<file path="src/rtl/sevseg_pkg.sv">
`default_nettype none
// ============================================================================
//  Module      : sevseg_pkg
//  Description : Shared constants, types and the hex-to-segment decode table
//                for the four-digit seven-segment scan driver.
//  Revision    : 1.0 - initial release
// ============================================================================
package sevseg_pkg;

  localparam int NUM_DIGITS = 4;
  localparam int DATA_W     = 4 * NUM_DIGITS;
  localparam int IDX_W      = $clog2(NUM_DIGITS);

  // Segment order {g,f,e,d,c,b,a}, active-low: all ones turns every segment off.
  localparam logic [6:0] SEG_BLANK = 7'b1111111;

  // One displayable frame: four hex nibbles plus a decimal-point request per digit.
  typedef struct packed {
    logic [DATA_W-1:0]     data;
    logic [NUM_DIGITS-1:0] dp;
  } disp_word_t;

  // Active-low segment pattern for one hex nibble (lower-case b and d).
  function automatic logic [6:0] hex_to_seg(input logic [3:0] nibble);
    logic [6:0] seg;
    case (nibble)
      4'h0:    seg = 7'b1000000;
      4'h1:    seg = 7'b1111001;
      4'h2:    seg = 7'b0100100;
      4'h3:    seg = 7'b0110000;
      4'h4:    seg = 7'b0011001;
      4'h5:    seg = 7'b0010010;
      4'h6:    seg = 7'b0000010;
      4'h7:    seg = 7'b1111000;
      4'h8:    seg = 7'b0000000;
      4'h9:    seg = 7'b0010000;
      4'hA:    seg = 7'b0001000;
      4'hB:    seg = 7'b0000011;
      4'hC:    seg = 7'b1000110;
      4'hD:    seg = 7'b0100001;
      4'hE:    seg = 7'b0000110;
      default: seg = 7'b0001110;
    endcase
    return seg;
  endfunction

endpackage
`default_nettype wire

</file>
<file path="src/rtl/hex_to_sevseg.sv">
`default_nettype none
// ============================================================================
//  Module      : hex_to_sevseg
//  Description : Purely combinational nibble to active-low segment decoder.
//  Revision    : 1.0 - initial release
// ============================================================================
module hex_to_sevseg
  import sevseg_pkg::*;
(
  input  logic [3:0] nibble,
  output logic [6:0] seg
);

  // Table lookup shared with anything else that imports the package.
  assign seg = hex_to_seg(nibble);

endmodule
`default_nettype wire

</file>
<file path="src/rtl/sevseg_scan_driver.sv">
`default_nettype none
// ============================================================================
//  Module      : sevseg_scan_driver
//  Description : Time-multiplexed four-digit seven-segment driver. Holds a
//                pending and an active display word; the active word only
//                changes at the digit 3 -> digit 0 wrap so a frame never
//                shows a mix of old and new digits. All outputs registered.
//  Revision    : 1.0 - initial release
// ============================================================================
module sevseg_scan_driver
  import sevseg_pkg::*;
#(
  parameter int TICK_DIV = 100000,
  parameter int CNT_W    = 17
) (
  input  logic                  CLOCK,
  input  logic                  RESET,
  input  logic [DATA_W-1:0]     DATA,
  input  logic                  LOAD,
  input  logic [NUM_DIGITS-1:0] DP_IN,
  input  logic                  BLANK_LZ,
  input  logic                  EN,
  output logic [NUM_DIGITS-1:0] AN,
  output logic [6:0]            CA,
  output logic                  DP,
  output logic                  FRAME_TICK
);

  localparam logic [CNT_W-1:0] c_TICK_LAST = CNT_W'(TICK_DIV - 1);
  localparam logic [IDX_W-1:0] c_IDX_LAST  = IDX_W'(NUM_DIGITS - 1);

  logic [CNT_W-1:0]      r_cnt;
  logic [IDX_W-1:0]      r_idx;
  logic                  r_started;
  disp_word_t            r_pending;
  disp_word_t            r_active;
  logic [NUM_DIGITS-1:0] r_an;
  logic [6:0]            r_ca;
  logic                  r_dp;
  logic                  r_frame_tick;

  logic                  w_tick;
  logic                  w_wrap;
  disp_word_t            w_load_word;
  logic [3:0]            w_nibble;
  logic [6:0]            w_seg;
  logic [NUM_DIGITS-1:0] w_lz;
  logic [NUM_DIGITS-1:0] w_an_sel;
  logic                  w_dp_req;
  logic                  w_blank_digit;
  logic [NUM_DIGITS-1:0] w_an_nxt;
  logic [6:0]            w_ca_nxt;
  logic                  w_dp_nxt;

  // The prescaler only advances while enabled, so a disabled scan freezes mid-slot.
  assign w_tick      = EN && (r_cnt == c_TICK_LAST);
  assign w_wrap      = w_tick && (r_idx == c_IDX_LAST);
  assign w_load_word = '{data: DATA, dp: DP_IN};

  // Refresh prescaler: one tick every TICK_DIV enabled cycles.
  always_ff @(posedge CLOCK or posedge RESET) begin
    if (RESET) begin
      r_cnt <= '0;
    end else if (EN) begin
      if (r_cnt == c_TICK_LAST) begin
        r_cnt <= '0;
      end else begin
        r_cnt <= r_cnt + 1'b1;
      end
    end
  end

  // Digit index advances on each tick; the display stays dark until the first tick.
  always_ff @(posedge CLOCK or posedge RESET) begin
    if (RESET) begin
      r_idx     <= '0;
      r_started <= 1'b0;
    end else if (w_tick) begin
      r_idx     <= r_idx + 1'b1;
      r_started <= 1'b1;
    end
  end

  // Pending word captures every LOAD; the last LOAD before a frame boundary wins.
  always_ff @(posedge CLOCK or posedge RESET) begin
    if (RESET) begin
      r_pending <= '0;
    end else if (LOAD) begin
      r_pending <= w_load_word;
    end
  end

  // Active word swaps only at the frame boundary; a LOAD on that very cycle bypasses pending.
  always_ff @(posedge CLOCK or posedge RESET) begin
    if (RESET) begin
      r_active     <= '0;
      r_frame_tick <= 1'b0;
    end else begin
      r_frame_tick <= w_wrap;
      if (w_wrap) begin
        r_active <= LOAD ? w_load_word : r_pending;
      end
    end
  end

  // Select the nibble and decimal-point request for the digit being scanned.
  assign w_nibble = r_active.data[{r_idx, 2'b00} +: 4];
  assign w_dp_req = r_active.dp[r_idx];
  assign w_an_sel = ~(NUM_DIGITS'(1) << r_idx);

  hex_to_sevseg u_dec (
    .nibble (w_nibble),
    .seg    (w_seg)
  );

  // A digit is a leading zero when it and every more-significant nibble are zero.
  assign w_lz[0] = 1'b0;
  for (genvar k = 1; k < NUM_DIGITS; k++) begin : g_lz
    assign w_lz[k] = (r_active.data[DATA_W-1:4*k] == '0);
  end

  assign w_blank_digit = BLANK_LZ && w_lz[r_idx];

  // Next output values: dark when disabled or before the first tick; a blanked
  // digit keeps its anode low only so a requested decimal point still shows.
  always_comb begin
    w_an_nxt = '1;
    w_ca_nxt = SEG_BLANK;
    w_dp_nxt = 1'b1;
    if (EN && r_started) begin
      w_dp_nxt = ~w_dp_req;
      if (!w_blank_digit) begin
        w_an_nxt = w_an_sel;
        w_ca_nxt = w_seg;
      end else if (w_dp_req) begin
        w_an_nxt = w_an_sel;
      end
    end
  end

  // Output registers isolate the pins from every input.
  always_ff @(posedge CLOCK or posedge RESET) begin
    if (RESET) begin
      r_an <= '1;
      r_ca <= SEG_BLANK;
      r_dp <= 1'b1;
    end else begin
      r_an <= w_an_nxt;
      r_ca <= w_ca_nxt;
      r_dp <= w_dp_nxt;
    end
  end

  assign AN         = r_an;
  assign CA         = r_ca;
  assign DP         = r_dp;
  assign FRAME_TICK = r_frame_tick;

endmodule
`default_nettype wire

</file>
<file path="config.mk">
export PLATFORM = sky130hd
export DESIGN_NAME = sevseg_scan_driver
export DESIGN_NICKNAME = d
export VERILOG_FILES = /design/src/rtl/sevseg_pkg.sv /design/src/rtl/hex_to_sevseg.sv /design/src/rtl/sevseg_scan_driver.sv
export SDC_FILE = /design/constraint.sdc
export NUM_CORES = 1
export LEC_CHECK = 0
export CORE_MARGIN = 1
export CORE_UTILIZATION = 45
export DETAILED_ROUTE_END_ITERATION = 7
export PLACE_DENSITY = 0.66
export SLEW_MARGIN = 40
export SYNTH_ARGS = -nofsm -noshare
export SYNTH_HDL_FRONTEND = slang
export SYNTH_SLANG_ARGS = --single-unit
</file>
<file path="constraint.sdc">
create_clock -name CLOCK -period 3.7 [get_ports CLOCK]
set_input_delay 0.925 -clock CLOCK [delete_from_list [all_inputs] [get_ports CLOCK]]
set_output_delay 0.925 -clock CLOCK [all_outputs]
set_load 0.01 [all_outputs]
</file>
======== Word level (Yosys, flattened, before mapping) ========
Memories as Yosys holds them, arrays and structs flattened.
Cells that the tools add are included.
word-level totals
  bits in registers ....................... 73
  bits in read-only memories .............. 112
  output and inout port bits .............. 13
  logic and storage cells ................. 40
  memories kept ........................... 1
cells by class
  add/subtract/negate cells ............... 2
  $lt $le $gt $ge ......................... 1
  equality and inequality tests ........... 2
  shift operators ......................... 2
  mux-type cells .......................... 12
  bitwise gates (word level) .............. 2
  reductions and logical operators ........ 7
memories
  name              words  bits a word  rd ports  clocked after memory_dff  write ports  RTL line          RTL
  (name not given)  16     7            1         0                         0            sevseg_pkg.sv:26  case (nibble)
operators with widths
  cell                     number
  $mux W20                 1
  $add A17 B1 Y17 const B  1
  $eq A17 B17 Y1 const B   1
  $mux W17                 1
  $shiftx A16 B5 Y4        1
  $mux W7                  2
  $logic_not A12 Y1        1
  $mux W4                  3
  $logic_not A8 Y1         1
  $bmux W1 S2              2
  $logic_and A1 B1 Y1      4
  $logic_not A4 Y1         1
  $not A4 Y4               1
  $shl A1 B2 Y4 const A    1
  $lt A2 B3 Y1 const B     1
  $mux W1                  3
  $add A2 B1 Y2 const B    1
  $eq A2 B2 Y1 const B     1
  $not A1 Y1               1

======== Logic depth before layout (Yosys ltp) ========
  depth after elaboration ................. 6
  depth in mapped cells ................... 7
  depth with buffers taken out ............ 6

======== Hierarchy ========
From an unflattened synthesis, not the netlist that was laid out.
unflattened totals
  cell total of the unflattened synthesis .. 264
  area total of the unflattened synthesis .. 3,428.3 um2
modules (own cells, without submodules)
  module              instances  cells each  area each (um2)  sequential area each (um2)
  sevseg_scan_driver  1          232         3,153.0          1,841.8
  hex_to_sevseg       1          32          275.3            0.0

======== Least setup slack after synthesis ========
Ideal clock, no wire load.
  path type ............................... input to register
  start point ............................. input port EN
  end point ............................... register r_active[0] (netlist name)
  library setup time ...................... 125 ps
  arrival time ............................ 2,073 ps
  required time ........................... 3,575 ps
  path slack .............................. 1,502 ps
  cell stages on the path ................. 6
  path buffers ............................ 2
  path through ............................ buf_2 > nand2_1 > nor2b_1 > nand3_2 > buf_6 > mux2_4
on the way
  cells in the longest elaborated chain, start to end .. 2
RTL lines
  item                    RTL line                   RTL
  start: declaration      sevseg_scan_driver.sv:22   input logic EN,
  $logic_and A1 B1 Y1     sevseg_scan_driver.sv:56   assign w_tick = EN && (r_cnt == c_TICK_LAST);
  $logic_and A1 B1 Y1     sevseg_scan_driver.sv:57   assign w_wrap = w_tick && (r_idx == c_IDX_LAST);
  end signal: assignment  sevseg_scan_driver.sv:101  r_active <= LOAD ? w_load_word : r_pending;
  end: declaration        sevseg_scan_driver.sv:36   disp_word_t r_active;
Every way passes these cells.
A chain may end at the register's enable or synchronous reset.

======== Worst setup path in the final report ========
  start point ............................. input port EN
  end point ............................... register r_active[1] (netlist name)
The elaborated chain is that of the path after synthesis.

==> summary.md <==
| Metric | Value |
|---|---|
| Seq cells post-synth | 73 |
| Root buffer cell | clkbuf_8 |
| Iter 0 DRT Violations | 72 |
| Arr. time, crit path | 2.85 ns |
| Dpl ws | 0.733 ns |
| Post-synth EDFFs | 0 |
| Post-synth top area share | 0.439 |
| Critical-path cell with the highest stage delay | clkdlybuf4s50_1 |
| Final setup margin | 1.08 ns |
| Synth area leaders | dfrtp_1, dfstp_2, mux2_4 |
| Synthesized Nets | 297 |
| Max Slew Vio Count | 0 |
| Row cnt | 31 |
| Switching portion of total power | 0.276 |
| Synth unique cells | 49 |
| Cts repair resizes | 0 |
| Antenna violations before repair | 0 |
| I/O pin count | 38 |
| F_max | 382 MHz |
| Measured slew at the worst slew-check pin | 0.618 ns |
| Final core utilization | 0.561 |
| CTS tree | built |
| Die Y | 89.9 um |
| Layout Area Growth over Synthesis | 19.1% |
| Setup TNS Final | 0 ns |
| Final Critical Period | 2.62 ns |
| Yosys warns | 0 |
| Via Count | 2112 |
| Largest net degree at the start of global routing | 40 |
| Fin nets | 339 |
| NetSw | 0.454 mW |
| Fin Hold WS | 0.455 ns |
| Worst setup path class | in -> reg |
| Num CTS Buffers | 9 |
| PD cells | 398 nW/um^2 |
| Startpoint types | input pin |
| Comb pwr share | 0.100 |
| Fin crit share | 0.708 |
| Final Setup Violations | 0 |
| # port buffers | 37 |
| Wirelength per Cell | 14.6 um |
| Congestion Overflow GR | 0 |
| Initial Utilization | 0.471 |
| Placed Area | 3950 sq um |
| Final WL | 5.95 mm |
| RSZ-0062 raised after global routing | no |
| Clock Power Share | 0.355 |
| Via density | 5.19 |
| Die area | 8070 sq um |
| Crit end category | register |
| Layout Cells excl Fill | 407 |
| Pleak | 1.87 nW |
| Cell taking the most area after synthesis | dfrtp_1 |
| Main flop type after synthesis | dfrtp_1 |
| Status | finished clean |
| GRT Overall Usage | 0.164 |
| # clock sinks | 73 |
| First-pass GRT wire length | 10.4 mm |
| Hold Path Class | reg -> reg |
| Die X | 89.9 um |
| Post-Syn Instances | 261 |
| Htree depth | 3 |
| Vias in the first global route | 2116 |
| Layout cell share with drive strength beyond 1 | 0.276 |
| Residual DRC count | 0 |
| CP Data Required Time | 3.93 ns |
| Worst-path clk slew | 0.09 ns |
| Post-synth ARST share | 1.00 |
| Internal power | 1.19 mW |
| Post-detail-place hpwl | 4.12 mm |
| Max incr delay on CP | 0.65 ns |
| Placed cells | 391 |
| Syn Area/Cell | 13.3 sq um |
| Register area share after synthesis | 0.530 |
| Worst-skew pair later-pin latency | 0.35 ns |
| Final hold violation count | 0 |
| Antenna Cells | 0 |
| Iteration count of the initial detailed-routing pass | 4 |
| Layout Skew | 0.00969 ns |
| Sequential share of power | 0.545 |
| Slew margin rel. | 0.584 |
| Commonest cells post-synth | dfrtp_1, mux2_2, mux2_4 |
| Max IR drop VDD | 0.231 mV |
| Most common cell in the synthesized netlist | dfrtp_1 |
| Clock Path Buffers | 2 |
| GPL Wtd Cong | 0.821 |
| Post-route cell area | 4140 sq um |
| Post-cts hold buffer count | 0 |
| Post-CTS setup buffer count | 0 |
| Tot Pwr | 1.65 mW |
| Crit path max fanout | 20 |
| Worst-path cell chain | clkdlybuf4s50_1 > nand2_1 > nor2b_1 > nand3_2 > buf_4 > mux2_4 |
| Core region area | 7370 sq um |
| Antenna Violating Nets Remaining | 0 |
| Maxcap violations | 0 |
| Mapped cell area | 3470 sq um |
-- state kept, by name (all words and copies together), names as in the netlist --
name and cells:
AN 4, r_started 1, CA 7, DP 1, r_cnt 17, r_pending 20, r_active 20, r_idx 2
FRAME_TICK 1
-- worst max-delay path: cells and delay by family --
kind,cells,cell delay [ns]
simple gates,3,0.68
mux,1,0.33
buf+inv,2,0.91
-- layer usage --
metal | share of wire | global-route usage | up-vias | routed length, um
met3 | 0.027 | 0.0288 | 15 | 163
met5 | 0 | 0 | - | 0
met4 | 0.030 | 0.0954 | 0 | 178
li1 | - | - | 1018 | -
met2 | 0.43 | 0.229 | 46 | 2540
met1 | 0.52 | 0.240 | 1033 | 3070
-- kinds of logic after synthesis --
kind of cell / Yosys count / share of synthesized area
muxes: 49 / 0.199
xor gates and xnor gates: 18 / 0.0454
adders and majority gates: 11 / 0.0396
buffers and inverters: 18 / 0.0245
DFF: 73 / 0.530
and+or+nand+nor: 72 / 0.123
AOI/OAI and AO/OA: 20 / 0.0378
-- cell usage in the layout, fill, tap and decap left out, types with 3 or more instances in the layout --
cell type / netlist / routed
dfrtp_1: 61 / 61
clkdlybuf4s50_1: 0 / 37
mux2_2: 21 / 21
mux2_4: 20 / 20
nand2_1: 17 / 17
dfstp_2: 12 / 12
nand3_1: 12 / 12
ha_1: 11 / 11
xnor2_1: 10 / 10
nor2_1: 9 / 9
clkbuf_8: 0 / 9
inv_1: 9 / 8
xor2_1: 8 / 8
mux4_2: 6 / 6
o21ai_1: 4 / 4
nor4_1: 4 / 4
a21oi_1: 3 / 3
nand4_1: 3 / 3
-- power groups by stage --
stage / Combinational (mW) / Sequential [mW] / Clock (mW)
after floorplan: 0.116 / 0.899 / 0
after global placement: 0.163 / 0.911 / 0
after detailed placement: 0.167 / 0.913 / 0
after CTS: 0.169 / 0.897 / 0.601
after global routing: 0.186 / 0.906 / 0.633
final: 0.165 / 0.897 / 0.584
-- worst paths after layout --
check | end | depth (start not counted) | start | slack (ns)
max | r_active[1] | 6 | EN | 1.08
min | DP | 1 | r_started | 0.46
max reg2reg | r_active[1] | 5 | r_cnt[14] | 1.56
min reg2reg | DP | 1 | r_started | 0.46
max in group asynchronous | CA[1] | 3 | RESET | 2.10
min in group asynchronous | r_cnt[13] | 2 | RESET | 0.95
-- layout make-up --
type	count	area (sq um)
timing repair buffer	40	405
clock buffer	9	124
multi-input combinational	170	1550
inverter	9	35.0
fill	626	3230
tap	99	124
sequential	73	1840
clock inverter	7	61.3
Note: power is estimated with default switching activity, not from simulation.
